--- config.mk ---
export PLATFORM = sky130hd
export DESIGN_NAME = axis_upsize_flat
export DESIGN_NICKNAME = d
export VERILOG_FILES = /design/src/rtl/axis_upsize_if.sv /design/src/rtl/axis_upsize.sv /design/src/flat_wrapper.sv
export SDC_FILE = /design/constraint.sdc
export NUM_CORES = 1
export LEC_CHECK = 0
export CAP_MARGIN = 10
export CELL_PAD_IN_SITES_DETAIL_PLACEMENT = 1
export CELL_PAD_IN_SITES_GLOBAL_PLACEMENT = 1
export CORE_MARGIN = 5
export CORE_UTILIZATION = 40
export DETAILED_ROUTE_END_ITERATION = 8
export PLACE_DENSITY = 0.78
export SLEW_MARGIN = 30
export SYNTH_ARGS = -nofsm -noshare
export SYNTH_HDL_FRONTEND = slang
export SYNTH_SLANG_ARGS = --single-unit
--- constraint.sdc ---
create_clock -name clk -period 1.85 [get_ports clk]
set_clock_uncertainty 0.05 [all_clocks]
set_input_delay 0.555 -clock clk [delete_from_list [all_inputs] [get_ports clk]]
set_output_delay 0.555 -clock clk [all_outputs]
set_load 0.02 [all_outputs]
--- src/rtl/axis_upsize_if.sv ---
// AXI-Stream style handshake bundle shared by the narrow input and wide output sides.
interface axis_upsize_if #(
  parameter int unsigned DATA_W = 8,
  parameter int unsigned KEEP_W = 1
);
  logic              valid;
  logic              ready;
  logic [DATA_W-1:0] data;
  logic [KEEP_W-1:0] keep;
  logic              last;

  // Source side of a stream.
  modport master (
    output valid,
    output data,
    output keep,
    output last,
    input  ready
  );

  // Sink side of a stream.
  modport slave (
    input  valid,
    input  data,
    input  keep,
    input  last,
    output ready
  );
endinterface

--- src/rtl/axis_upsize.sv ---
// Stream width upsizer: packs R narrow input beats into one wide output beat.
// A partial group (input last arrives early) is emitted with zeroed unfilled
// slots and the matching keep bits clear. One output register stage; the input
// is back-pressured only while a held output beat is not being taken.
module axis_upsize #(
  parameter int unsigned WORD_W  = 8,
  parameter int unsigned S_BUS_W = 8,
  parameter int unsigned M_BUS_W = 32
) (
  input  logic           clk,
  input  logic           rstn,
  axis_upsize_if.slave   s,
  axis_upsize_if.master  m
);

  localparam int unsigned R     = M_BUS_W / S_BUS_W;
  localparam int unsigned CNT_W = $clog2(R);
  localparam logic [CNT_W-1:0] CNT_MAX = CNT_W'(R - 1);

  // Elaboration-time guard on the width relationships.
  if ((S_BUS_W % WORD_W) != 0 || (M_BUS_W % S_BUS_W) != 0 || R < 2) begin : g_bad_param
    $error("axis_upsize: illegal WORD_W/S_BUS_W/M_BUS_W combination");
  end

  logic [CNT_W-1:0]   cnt_q,    cnt_d;
  logic [M_BUS_W-1:0] coll_q,   coll_d;
  logic [M_BUS_W-1:0] m_data_q, m_data_d;
  logic [R-1:0]       m_keep_q, m_keep_d;
  logic               m_last_q, m_last_d;
  logic               m_valid_q, m_valid_d;

  logic               s_ready_c;
  logic               s_hs_c;
  logic               m_hs_c;
  logic               complete_c;
  logic [M_BUS_W-1:0] merged_c;

  // Input may proceed whenever the output register is empty or draining.
  assign s_ready_c = !m_valid_q || m.ready;
  assign s.ready   = s_ready_c;

  assign m.valid = m_valid_q;
  assign m.data  = m_data_q;
  assign m.keep  = m_keep_q;
  assign m.last  = m_last_q;

  // Next-state for collect buffer, slot counter and output register.
  always_comb begin
    cnt_d     = cnt_q;
    coll_d    = coll_q;
    m_data_d  = m_data_q;
    m_keep_d  = m_keep_q;
    m_last_d  = m_last_q;
    m_valid_d = m_valid_q;

    s_hs_c     = s.valid && s_ready_c;
    m_hs_c     = m_valid_q && m.ready;
    complete_c = s_hs_c && ((cnt_q == CNT_MAX) || s.last);

    // Collect buffer with the current beat dropped into slot cnt.
    merged_c = coll_q;
    for (int unsigned i = 0; i < R; i++) begin
      if (CNT_W'(i) == cnt_q) begin
        merged_c[i*S_BUS_W +: S_BUS_W] = s.data;
      end
    end

    if (m_hs_c) begin
      m_valid_d = 1'b0;
    end

    if (s_hs_c) begin
      if (complete_c) begin
        m_data_d  = merged_c;
        m_last_d  = s.last;
        m_valid_d = 1'b1;
        for (int unsigned i = 0; i < R; i++) begin
          m_keep_d[i] = (CNT_W'(i) <= cnt_q);
        end
        coll_d = '0;
        cnt_d  = '0;
      end else begin
        coll_d = merged_c;
        cnt_d  = cnt_q + CNT_W'(1);
      end
    end
  end

  // State registers; reset discards any partial group and held output.
  always_ff @(posedge clk or negedge rstn) begin
    if (!rstn) begin
      cnt_q     <= '0;
      coll_q    <= '0;
      m_data_q  <= '0;
      m_keep_q  <= '0;
      m_last_q  <= 1'b0;
      m_valid_q <= 1'b0;
    end else begin
      cnt_q     <= cnt_d;
      coll_q    <= coll_d;
      m_data_q  <= m_data_d;
      m_keep_q  <= m_keep_d;
      m_last_q  <= m_last_d;
      m_valid_q <= m_valid_d;
    end
  end

endmodule

--- src/flat_wrapper.sv ---
// flat-port wrapper written by rule: the top's interface ports become plain ports
module axis_upsize_flat 
#(
  parameter int unsigned WORD_W  = 8,
  parameter int unsigned S_BUS_W = 8,
  parameter int unsigned M_BUS_W = 32
)
  (clk, rstn, s_valid, s_data, s_keep, s_last, s_ready, m_valid, m_data, m_keep, m_last, m_ready);
  axis_upsize_if #(.DATA_W(8), .KEEP_W(1)) s_i ();
  axis_upsize_if #(.DATA_W(32), .KEEP_W(4)) m_i ();
  input  logic clk;
  input  logic rstn;
  input wire logic [$bits(s_i.valid)-1:0] s_valid;
  input wire logic [$bits(s_i.data)-1:0] s_data;
  input wire logic [$bits(s_i.keep)-1:0] s_keep;
  input wire logic [$bits(s_i.last)-1:0] s_last;
  output wire logic [$bits(s_i.ready)-1:0] s_ready;
  output wire logic [$bits(m_i.valid)-1:0] m_valid;
  output wire logic [$bits(m_i.data)-1:0] m_data;
  output wire logic [$bits(m_i.keep)-1:0] m_keep;
  output wire logic [$bits(m_i.last)-1:0] m_last;
  input wire logic [$bits(m_i.ready)-1:0] m_ready;
  assign s_i.valid = s_valid;
  assign s_i.data = s_data;
  assign s_i.keep = s_keep;
  assign s_i.last = s_last;
  assign s_ready = s_i.ready;
  assign m_valid = m_i.valid;
  assign m_data = m_i.data;
  assign m_keep = m_i.keep;
  assign m_last = m_i.last;
  assign m_i.ready = m_ready;
  axis_upsize #(.WORD_W(WORD_W), .S_BUS_W(S_BUS_W), .M_BUS_W(M_BUS_W)) u_core (.clk(clk), .rstn(rstn), .s(s_i), .m(m_i));
endmodule
# [Word-level counts from Yosys, hierarchy flattened]
# Index checks and enable logic that the tools add are counted.
[totals] wordCells=32 inputBits=14 ff_bits=72 out_inout_bits=39
[op_classes] add_sub_neg=1 order_cmp=4 n_reduce_logical=8 n_eq_ne=4 n_mux=9
[op_table] cell="32-bit two-way mux" n=1
[op_table] cell="8-bit two-way mux" n=4
[op_table] cell="2-bit == test (first input constant)" n=2
[op_table] cell="1-bit by 2-bit less-or-equal comparator with 1-bit output (first input constant)" n=2
[op_table] cell="2-bit less-or-equal comparator (first input constant)" n=2
[op_table] cell="1-bit logical AND" n=3
[op_table] cell="1-bit two-way mux" n=3
[op_table] cell="2-bit by 1-bit adder with 2-bit output (second input constant)" n=1
[op_table] cell="1-bit by 2-bit == test with 1-bit output (first input constant)" n=1
[op_table] cell="2-bit == test (second input constant)" n=1
[op_table] cell="2-bit zero test" n=1
[op_table] cell="1-bit logical OR" n=2
[op_table] cell="2-bit two-way mux" n=1
[op_table] cell="2-bit AND reduction" n=1
[op_table] cell="1-bit zero test" n=1

# [Longest topological paths before layout]
# Gate-level depths: netlist of the first run.
[depth] ltp_word=6 depth_mapped=6 mapped_depth_nobuf=4

# [Worst setup path before layout of the first run]
# OpenSTA, ideal clock, no wires.
[synth_path] path_type="flip-flop to flip-flop" from="register u_core.cnt_q[0]" to="register u_core.m_data_q[23] (netlist: u_core.m.data[23])" setup_time_ps=125 n_path_buf=1 path_stages_with_launch=6 setup_slack_ps=61 t_arrival_ps=1614 required_ps=1675 period_less_slack_ps=1789 path_cell_list="dfrtp_1 -> inv_1 -> ha_1 -> clkbuf_1 -> mux2_2 -> mux2_4"
[synth_between] elab_chain_len=4 elab_cells_between_ends=6 classes_between="eq/ne: 2; mux: 1; reduce/logical: 3"
[synth_lines] item="start: declaration" line="axis_upsize.sv:25" text="logic [CNT_W-1:0] cnt_q, cnt_d;"
[synth_lines] item="start signal: assignment" line="axis_upsize.sv:99" text="cnt_q <= cnt_d;"
[synth_lines] item="2-bit == test" line="axis_upsize.sv:58" text="complete_c = s_hs_c && ((cnt_q == CNT_MAX) || s.last);"
[synth_lines] item="1-bit logical OR" line="axis_upsize.sv:58"
[synth_lines] item="1-bit logical AND" line="axis_upsize.sv:58"
[synth_lines] item="2-bit AND reduction (no source line)"
[synth_lines] item="end signal: assignment" line="axis_upsize.sv:101" text="m_data_q <= m_data_d;"
[synth_lines] item="end: declaration" line="axis_upsize.sv:27" text="logic [M_BUS_W-1:0] m_data_q, m_data_d;"
# Parallel ways exist; a longest one is shown, timed or not.
# A chain may end at the register's enable or synchronous reset.

# [Final worst setup path of the first run]
[layout_path] from="register u_core.cnt_q[0]" to="register u_core.m_data_q[7] (netlist: u_core.m.data[7])"
# Same word-level chain as after synthesis.

==> impl_metrics.ini, run 1 <==
[power]
p_int_mw = 3.88
p_per_area_nw_per_um2 = 1270
p_switching_mw = 1.61
clock_power_share_pct = 30.4
power_leakage_nw = 2.25
combPwrFrac_pct = 31.6
ir_worst_vdd_v = 0.000641
p_sw_share_pct = 29.3
seqPwrFrac_pct = 38.0

[sta]
rsz0062_at_grt = no
fmax_ghz = 0.581
period_needed_ns = 1.72
finalSetupViolations = 0
hold_viol = 0
maxSlewViolCount = 0
tightest_slew_ns = 0.389
maxSlewHeadroom_pct = 74.0
fin_setup_tns_ns = 0
min_period_over_period_pct = 93.0

[cts]
cts_tree = built
h-tree-depth = 3
insertion_delay_ns = 0.35
cts_root_buffer = clkbuf_8
cts_inserted_buffers = 9
cts.sinks = 72
holdBufCountCts = 0
clkTransAtPathRegs_ns = 0.08
post-cts-setup-buffers = 0
clk_path_buf_depth = 2
cts_resized = 46

[routing]
wl_um = 7510
antenna_left = 0
drc_errors = 0
avgViaCountPerCell = 5.21
wl_per_cell_um = 18.8
drt-initial-drc-count = 75
vias = 2080
drt_pass1_iterations = 4

[floorplan]
rows = 32
coreArea_sq_um = 7810
die_h_um = 100
fp.dieArea_sq_um = 10000
die_w_um = 100
start_util_pct = 41.5
io_pins = 53

[layout]
antenna-diode-count = 0
final_cell_mix = 72 x dfrtp_1, 39 x dlygate4sd2_1, 36 x mux2_2
layout-drive-gt1-share_pct = 39.4
fillers = 781
regArea_sq_um = 1800
nets = 311
syn_to_final_growth_pct = 33.4
multi_input_area_sq_um = 1350
fin_area_sq_um = 4330
fin_cells = 399
mostFrequentLayoutCell = dfrtp_1

[synth]
synth_top_area_cell = dfrtp_1
yosysSeqAreaShare_pct = 55.6
syn_avg_cell_area_sq_um = 15.2
synth-seq-cells = 72
syn_area_sq_um = 3240
synth_warnings = 0
netlist_instances = 213
netlist.area_leader.share_pct = 55.6
ys_types = 21
synth_edf_count = 0
synth.area.top_cells = dfrtp_1 56%, mux2_4 13%, mux2_2 13%
syn-num-nets = 232
async_reset_ff_share_pct = 100
ys.flop_type = dfrtp_1

[global_routing]
antenna_found_initial = 0
grt_max_degree = 73
grt_use_total_pct = 16.0
grt_pass1_wl_um = 12300
grt.overflow.total = 0
grt_pass1_vias = 2250

[worst_setup_path]
crit_arrival_ns = 1.91
end_kind = flip-flop
crit_fanout = 10
path_class = reg2reg
worstPathRequired_ns = 2.04
worstSetupStartpointType = flip-flop

[placement]
place_area_sq_um = 4100
gp_congestion = 0.761
place_hpwl_um = 5040
io_buffers = 51
post-place-cells = 383

[worst_hold_path]
hp-class = in2async

[status]
status = complete, no violations

[flow_run]
maxCapViolCount = 0
kinds of logic after synthesis:
group	after synthesis	synth area share (%)
compound gates	31	8.84
flops	72	55.6
mux	66	26.1
fa+ha+maj	5	1.93
buf+inv	17	2.89
simple gates	22	4.67
flip-flops by register name, indices dropped and copies added (netlist names):
name and count:
u_core.coll_q 32, u_core.cnt_q 2, u_core.m.keep 4, u_core.m.data 32, u_core.m.last 1, u_core.m.valid 1
synthesized netlist by cell type (3+ instances only):
| library cell | count |
|---|---|
| a22o_1 | 26 |
| and2_1 | 9 |
| and4_1 | 3 |
| buf_2 | 6 |
| buf_6 | 3 |
| clkbuf_1 | 4 |
| dfrtp_1 | 72 |
| ha_1 | 5 |
| inv_1 | 4 |
| mux2_2 | 36 |
| mux2_4 | 28 |
| o311ai_2 | 3 |
final cells by class:
| cell class | count | area share (%) |
|---|---|---|
| sequential | 72 | 41.7 |
| multi-input combinational | 124 | 31.3 |
| timing repair buffer | 81 | 17.5 |
| clock buffer | 11 | 3.27 |
| clock inverter | 5 | 2.95 |
| tap | 102 | 2.95 |
| inverter | 4 | 0.347 |
power by group through the flow:
stage                     sequential [mW]  clock [mW]  combinational (mW)
after detailed placement             2.12           0                1.91
after CTS                            2.09        1.72                1.76
final                                2.09        1.67                1.73
after global routing                 2.13        1.78                1.84
after floorplan                      2.37           0               0.773
after global placement               2.11           0                1.87
critical path, stage by stage, from the launching register on:
cell and delay (ns):
dfrtp_1 0.41, inv_1 0.16, ha_1 0.22, buf_12 0.14, mux2_2 0.35, mux2_4 0.27
final timing paths:
kind	slack, ns	endpoint	cells past startpoint	start
worst max-delay path	0.13	u_core.m.data[7]	5	u_core.cnt_q[0]
worst min register to register	0.42	u_core.m.keep[0]	1	u_core.m.keep[0]
min in group clk	0.42	u_core.m.keep[0]	1	u_core.m.keep[0]
max in group asynchronous	1.26	u_core.m.data[27]	2	rstn
worst min-delay path	0.17	u_core.m.data[4]	2	rstn
worst max register to register	0.13	u_core.m.data[7]	5	u_core.cnt_q[0]
stage by stage:
| stage | worst slack, ns | hold WS, ns | power, mW | utilization, % |
|---|---|---|---|---|
| final | 0.130 | 0.168 | 5.49 | 55.4 |
| after floorplan | 0.0606 | 0.209 | 3.15 | - |
| after global routing | 0.0808 | 0.191 | 5.75 | 55.4 |
| after detailed placement | -0.481 | 0.405 | 4.04 | 52.5 |
| after global placement | -0.482 | 0.402 | 3.98 | 52.5 |
| after CTS | 0.118 | 0.182 | 5.57 | 55.4 |
metal layers:
layer | share of wire (%) | up-vias | GRT usage, %
li1 | - | 938 | -
met1 | 48 | 1088 | 22.1
met2 | 46 | 46 | 24.4
met3 | 5.0 | 8 | 4.17
met4 | 1.3 | 0 | 5.91
met5 | 0 | - | 0
Note: power is estimated with default switching activity, not from simulation.
==> run 2, diff against run 1 <==
- CORE_MARGIN: 5 -> unset
- CTS_BUF_LIST: unset -> sky130_fd_sc_hd__clkbuf_16
==> impl_metrics.ini, run 2 (same netlist as run 1, synthesis figures left out) <==
[sta]
period_needed_ns = 1.79
min_period_over_period_pct = 96.9
maxSlewHeadroom_pct = 74.2
fmax_ghz = 0.558
fin_setup_tns_ns = 0
tightest_slew_ns = 0.388
hold_slack_ns = 0.194
setup_ws_ns = 0.0579
finalSetupViolations = 0
hold_viol = 0
maxSlewViolCount = 0

[power]
p_per_area_nw_per_um2 = 1230
fin_total_pwr_mw = 5.30
ir_worst_vdd_v = 0.000467
power_leakage_nw = 2.26

[layout]
antenna-diode-count = 0
fin_cells = 399
syn_to_final_growth_pct = 33.1
regArea_sq_um = 1800
mostFrequentLayoutCell = dfrtp_1
post-route-util_pct = 55.5
fin_area_sq_um = 4310
fillers = 777
final_cell_mix = 72 x dfrtp_1, 39 x dlygate4sd2_1, 36 x mux2_2
multi_input_area_sq_um = 1360
layout-drive-gt1-share_pct = 39.4
nets = 312

[worst_setup_path]
crit_fanout = 8
crit_arrival_ns = 1.95
worstSetupStartpointType = primary input
end_kind = flip-flop
reg2regPathDepth = 5
r2r_start = u_core.cnt_q[0]
worstPathRequired_ns = 2.01
cp-startpoint = s_last
path_class = in2reg

[routing]
vias = 2070
wl_per_cell_um = 20.0
drt-initial-drc-count = 66
avgViaCountPerCell = 5.19
drt_pass1_iterations = 4
drc_errors = 0
wl_um = 7970
antenna_left = 0

[floorplan]
io_pins = 53
die_h_um = 92.0
fp.dieArea_sq_um = 8470
coreArea_sq_um = 7770
rows = 32
die_w_um = 92.0
start_util_pct = 41.7

[global_routing]
grt_pass1_wl_um = 13200
grt_pass1_vias = 2304
antenna_found_initial = 0
grt.overflow.total = 0
grt_max_degree = 73
grt_use_total_pct = 21.0

[status]
status = complete, no violations

[cts]
cts.sinks = 72
clkTransAtPathRegs_ns = 0.06
clk_path_buf_depth = 2
cts_root_buffer = clkbuf_16
h-tree-depth = 3
cts_tree = built
cts_inserted_buffers = 9
insertion_delay_ns = 0.33
post-cts-setup-buffers = 0
holdBufCountCts = 0

[placement]
gp_congestion = 0.838
io_buffers = 51
place_hpwl_um = 4940
place_worst_setup_slack_ns = -0.577
place_area_sq_um = 4090
post-place-cells = 384

[flow_run]
maxCapViolCount = 0

[worst_hold_path]
hp-class = in2async
[run 2: cell types whose count changed in the layout (fill, tap and decap cells not counted), moves of 4 or more]
cell / previous run / this run
clkbuf_8: 10 / 0
bufinv_16: 4 / 0
clkinv_2: 0 / 5
clkbuf_16: 0 / 9
[run 2: what timing repair did]
action	CTS	global route
resized for setup	47	1
hold endpoints to repair	0	0
endpoints found under the setup margin	72	1
[run 2: worst max-delay path, stage by stage]
cell,delay (ns)
clkdlybuf4s50_1,0.56
nor2_4,0.07
buf_4,0.13
and4_1,0.19
buf_4,0.17
a22o_1,0.27
[run 2: layout make-up]
cell class	instances	share of cell area, %
Sequential cell	72	41.8
Inverter	4	0.348
Timing Repair Buffer	82	17.5
Multi-Input combinational cell	124	31.5
Clock inverter	6	0.667
Clock buffer	9	5.22
Tap cell	102	2.96
[run 2: final timing paths]
path / slack (ns) / end
setup / recovery: 0.06 / u_core.coll_q[6]
hold / removal: 0.19 / u_core.m.data[12]
setup reg to reg: 0.13 / u_core.m.data[16]
hold reg to reg: 0.42 / u_core.m.keep[0]
max in group asynchronous: 1.24 / u_core.coll_q[29]
min in group clk: 0.42 / u_core.m.keep[0]
[run 2: metal layers]
| metal | vias up | track usage, % | routed length [um] |
|---|---|---|---|
| li1 | 936 | - | - |
| met1 | 1082 | 27.1 | 3520 |
| met2 | 43 | 34.0 | 4000 |
| met3 | 9 | 5.72 | 326 |
| met4 | 0 | 7.81 | 121 |
| met5 | - | 0 | 0 |
[run 2: power breakdown]
part	total [mW]	switching, mW	internal, mW
Clock	1.49	0.611	0.880
Sequential	2.09	0.190	1.90
Combinational	1.72	0.827	0.890
==> run 3, diff against run 2 <==
- CORE_ASPECT_RATIO: unset -> 1.25
==> impl_metrics.ini, run 3 (same netlist as run 1, synthesis figures left out) <==
[floorplan]
rows = 36
io_pins = 53
start_util_pct = 41.4
die_w_um = 82.5
die_h_um = 103
coreArea_sq_um = 7840
fp.dieArea_sq_um = 8470

[layout]
fin_area_sq_um = 4370
mostFrequentLayoutCell = dfrtp_1
fin_cells = 396
fillers = 786
post-route-util_pct = 55.8
regArea_sq_um = 1800
multi_input_area_sq_um = 1360
nets = 315
final_cell_mix = 72 x dfrtp_1, 39 x dlygate4sd2_1, 36 x mux2_2
antenna-diode-count = 0
syn_to_final_growth_pct = 34.9
layout-drive-gt1-share_pct = 39.9

[worst_setup_path]
worst-path-buf-inv = 2
r2r_start = u_core.cnt_q[1]
cp_slowest_cell = clkdlybuf4s50_1
worstReg2RegEnd = u_core.m.data[31]
path_class = in2reg
cp.depth = 5
worstPathRequired_ns = 2.02
path_cells = clkdlybuf4s50_1, nor2_4, nand3b_4, buf_12, mux2_2
cpLargestDelayFamily = buffers and inverters
cpPeakStageDelay_ns = 0.49
crit_fanout = 22
reg2regPathDepth = 5
crit_arrival_ns = 1.98
end_kind = flip-flop
rrSetupSlack_ns = 0.15
worstSetupStartpointType = primary input

[placement]
place_area_sq_um = 4120
place_hpwl_um = 5210
io_buffers = 51
post-place-cells = 380
gp_congestion = 0.808

[global_routing]
grt_max_degree = 33
antenna_found_initial = 0
grt.overflow.total = 0
grt_pass1_vias = 2252
grt_pass1_wl_um = 12400
grt_use_total_pct = 20.8

[cts]
cts.sinks = 72
clk_path_buf_depth = 2
cts_inserted_buffers = 9
h-tree-depth = 3
post-cts-setup-buffers = 0
clkTransAtPathRegs_ns = 0.06
insertion_delay_ns = 0.34
cts_tree = built
cts_root_buffer = clkbuf_16

[power]
ir_worst_vdd_v = 0.000702
fin_total_pwr_mw = 5.49
power_leakage_nw = 2.28
p_per_area_nw_per_um2 = 1250

[status]
status = complete, no violations

[sta]
min_period_over_period_pct = 98.0
maxSlewHeadroom_pct = 74.9
tightest_slew_ns = 0.375
hold_viol = 0
finalSetupViolations = 0
maxSlewViolCount = 0
rsz0062_at_grt = no
fin_setup_tns_ns = 0
fmax_ghz = 0.551
period_needed_ns = 1.81

[routing]
drt_pass1_iterations = 4
drc_errors = 0
antenna_left = 0
drt-initial-drc-count = 96
wl_per_cell_um = 19.3
wl_um = 7630
avgViaCountPerCell = 5.24
vias = 2076

[worst_hold_path]
hp-class = in2async

[flow_run]
maxCapViolCount = 0
[run 3: cell types whose count changed in the layout (fill, tap and decap cells not counted), sizes merged]
| cell | before | now |
|---|---|---|
| inv | 5 | 4 |
| clkinvlp | 0 | 2 |
| buf | 33 | 36 |
| bufinv | 0 | 1 |
| clkinv | 5 | 4 |
[run 3: power breakdown]
group	internal, mW	switching (mW)
logic	0.900	0.815
registers	1.90	0.188
clock network	1.03	0.650
total	3.83	1.65
[run 3: stage by stage]
step | worst slack, ns | hold slack (ns)
after global placement | -0.597 | 0.401
after global routing | 0.00194 | 0.0651
after CTS | 0.0222 | 0.0538
final | 0.0367 | 0.0520
after floorplan | 0.0606 | 0.209
after detailed placement | -0.577 | 0.406
[run 3: metal layers]
metal	track usage (%)	up-vias	part of all wire (%)
met3	3.27	10	2.8
met2	32.8	36	51
met1	28.0	1086	44
li1	-	944	-
met5	0	-	0
met4	9.55	0	2.0
[run 3: layout make-up]
cell class	count	area share, %
repair buffers	85	18.1
clock inverters	7	1.43
inverters	4	0.343
flip-flops and latches	72	41.2
clock buffers	9	5.15
well taps	95	2.72
multi-input cells	124	31.1
[run 3: timing repair]
action | CTS | global route
setup endpoints to repair | 71 | 10
hold buffers | 0 | 0
resized for setup | 47 | 1
[run 3: how the worst max path moves through the flow]
stage	start	slack, ns	endpoint
floorplan	u_core.cnt_q[0]	0.06	u_core.m.data[23]
global placement	m_ready	-0.60	s_ready
detailed placement	m_ready	-0.58	s_ready
CTS	s_last	0.02	u_core.m.data[31]
global route	s_last	0.002	u_core.m.data[31]
finish	s_last	0.04	u_core.m.data[31]
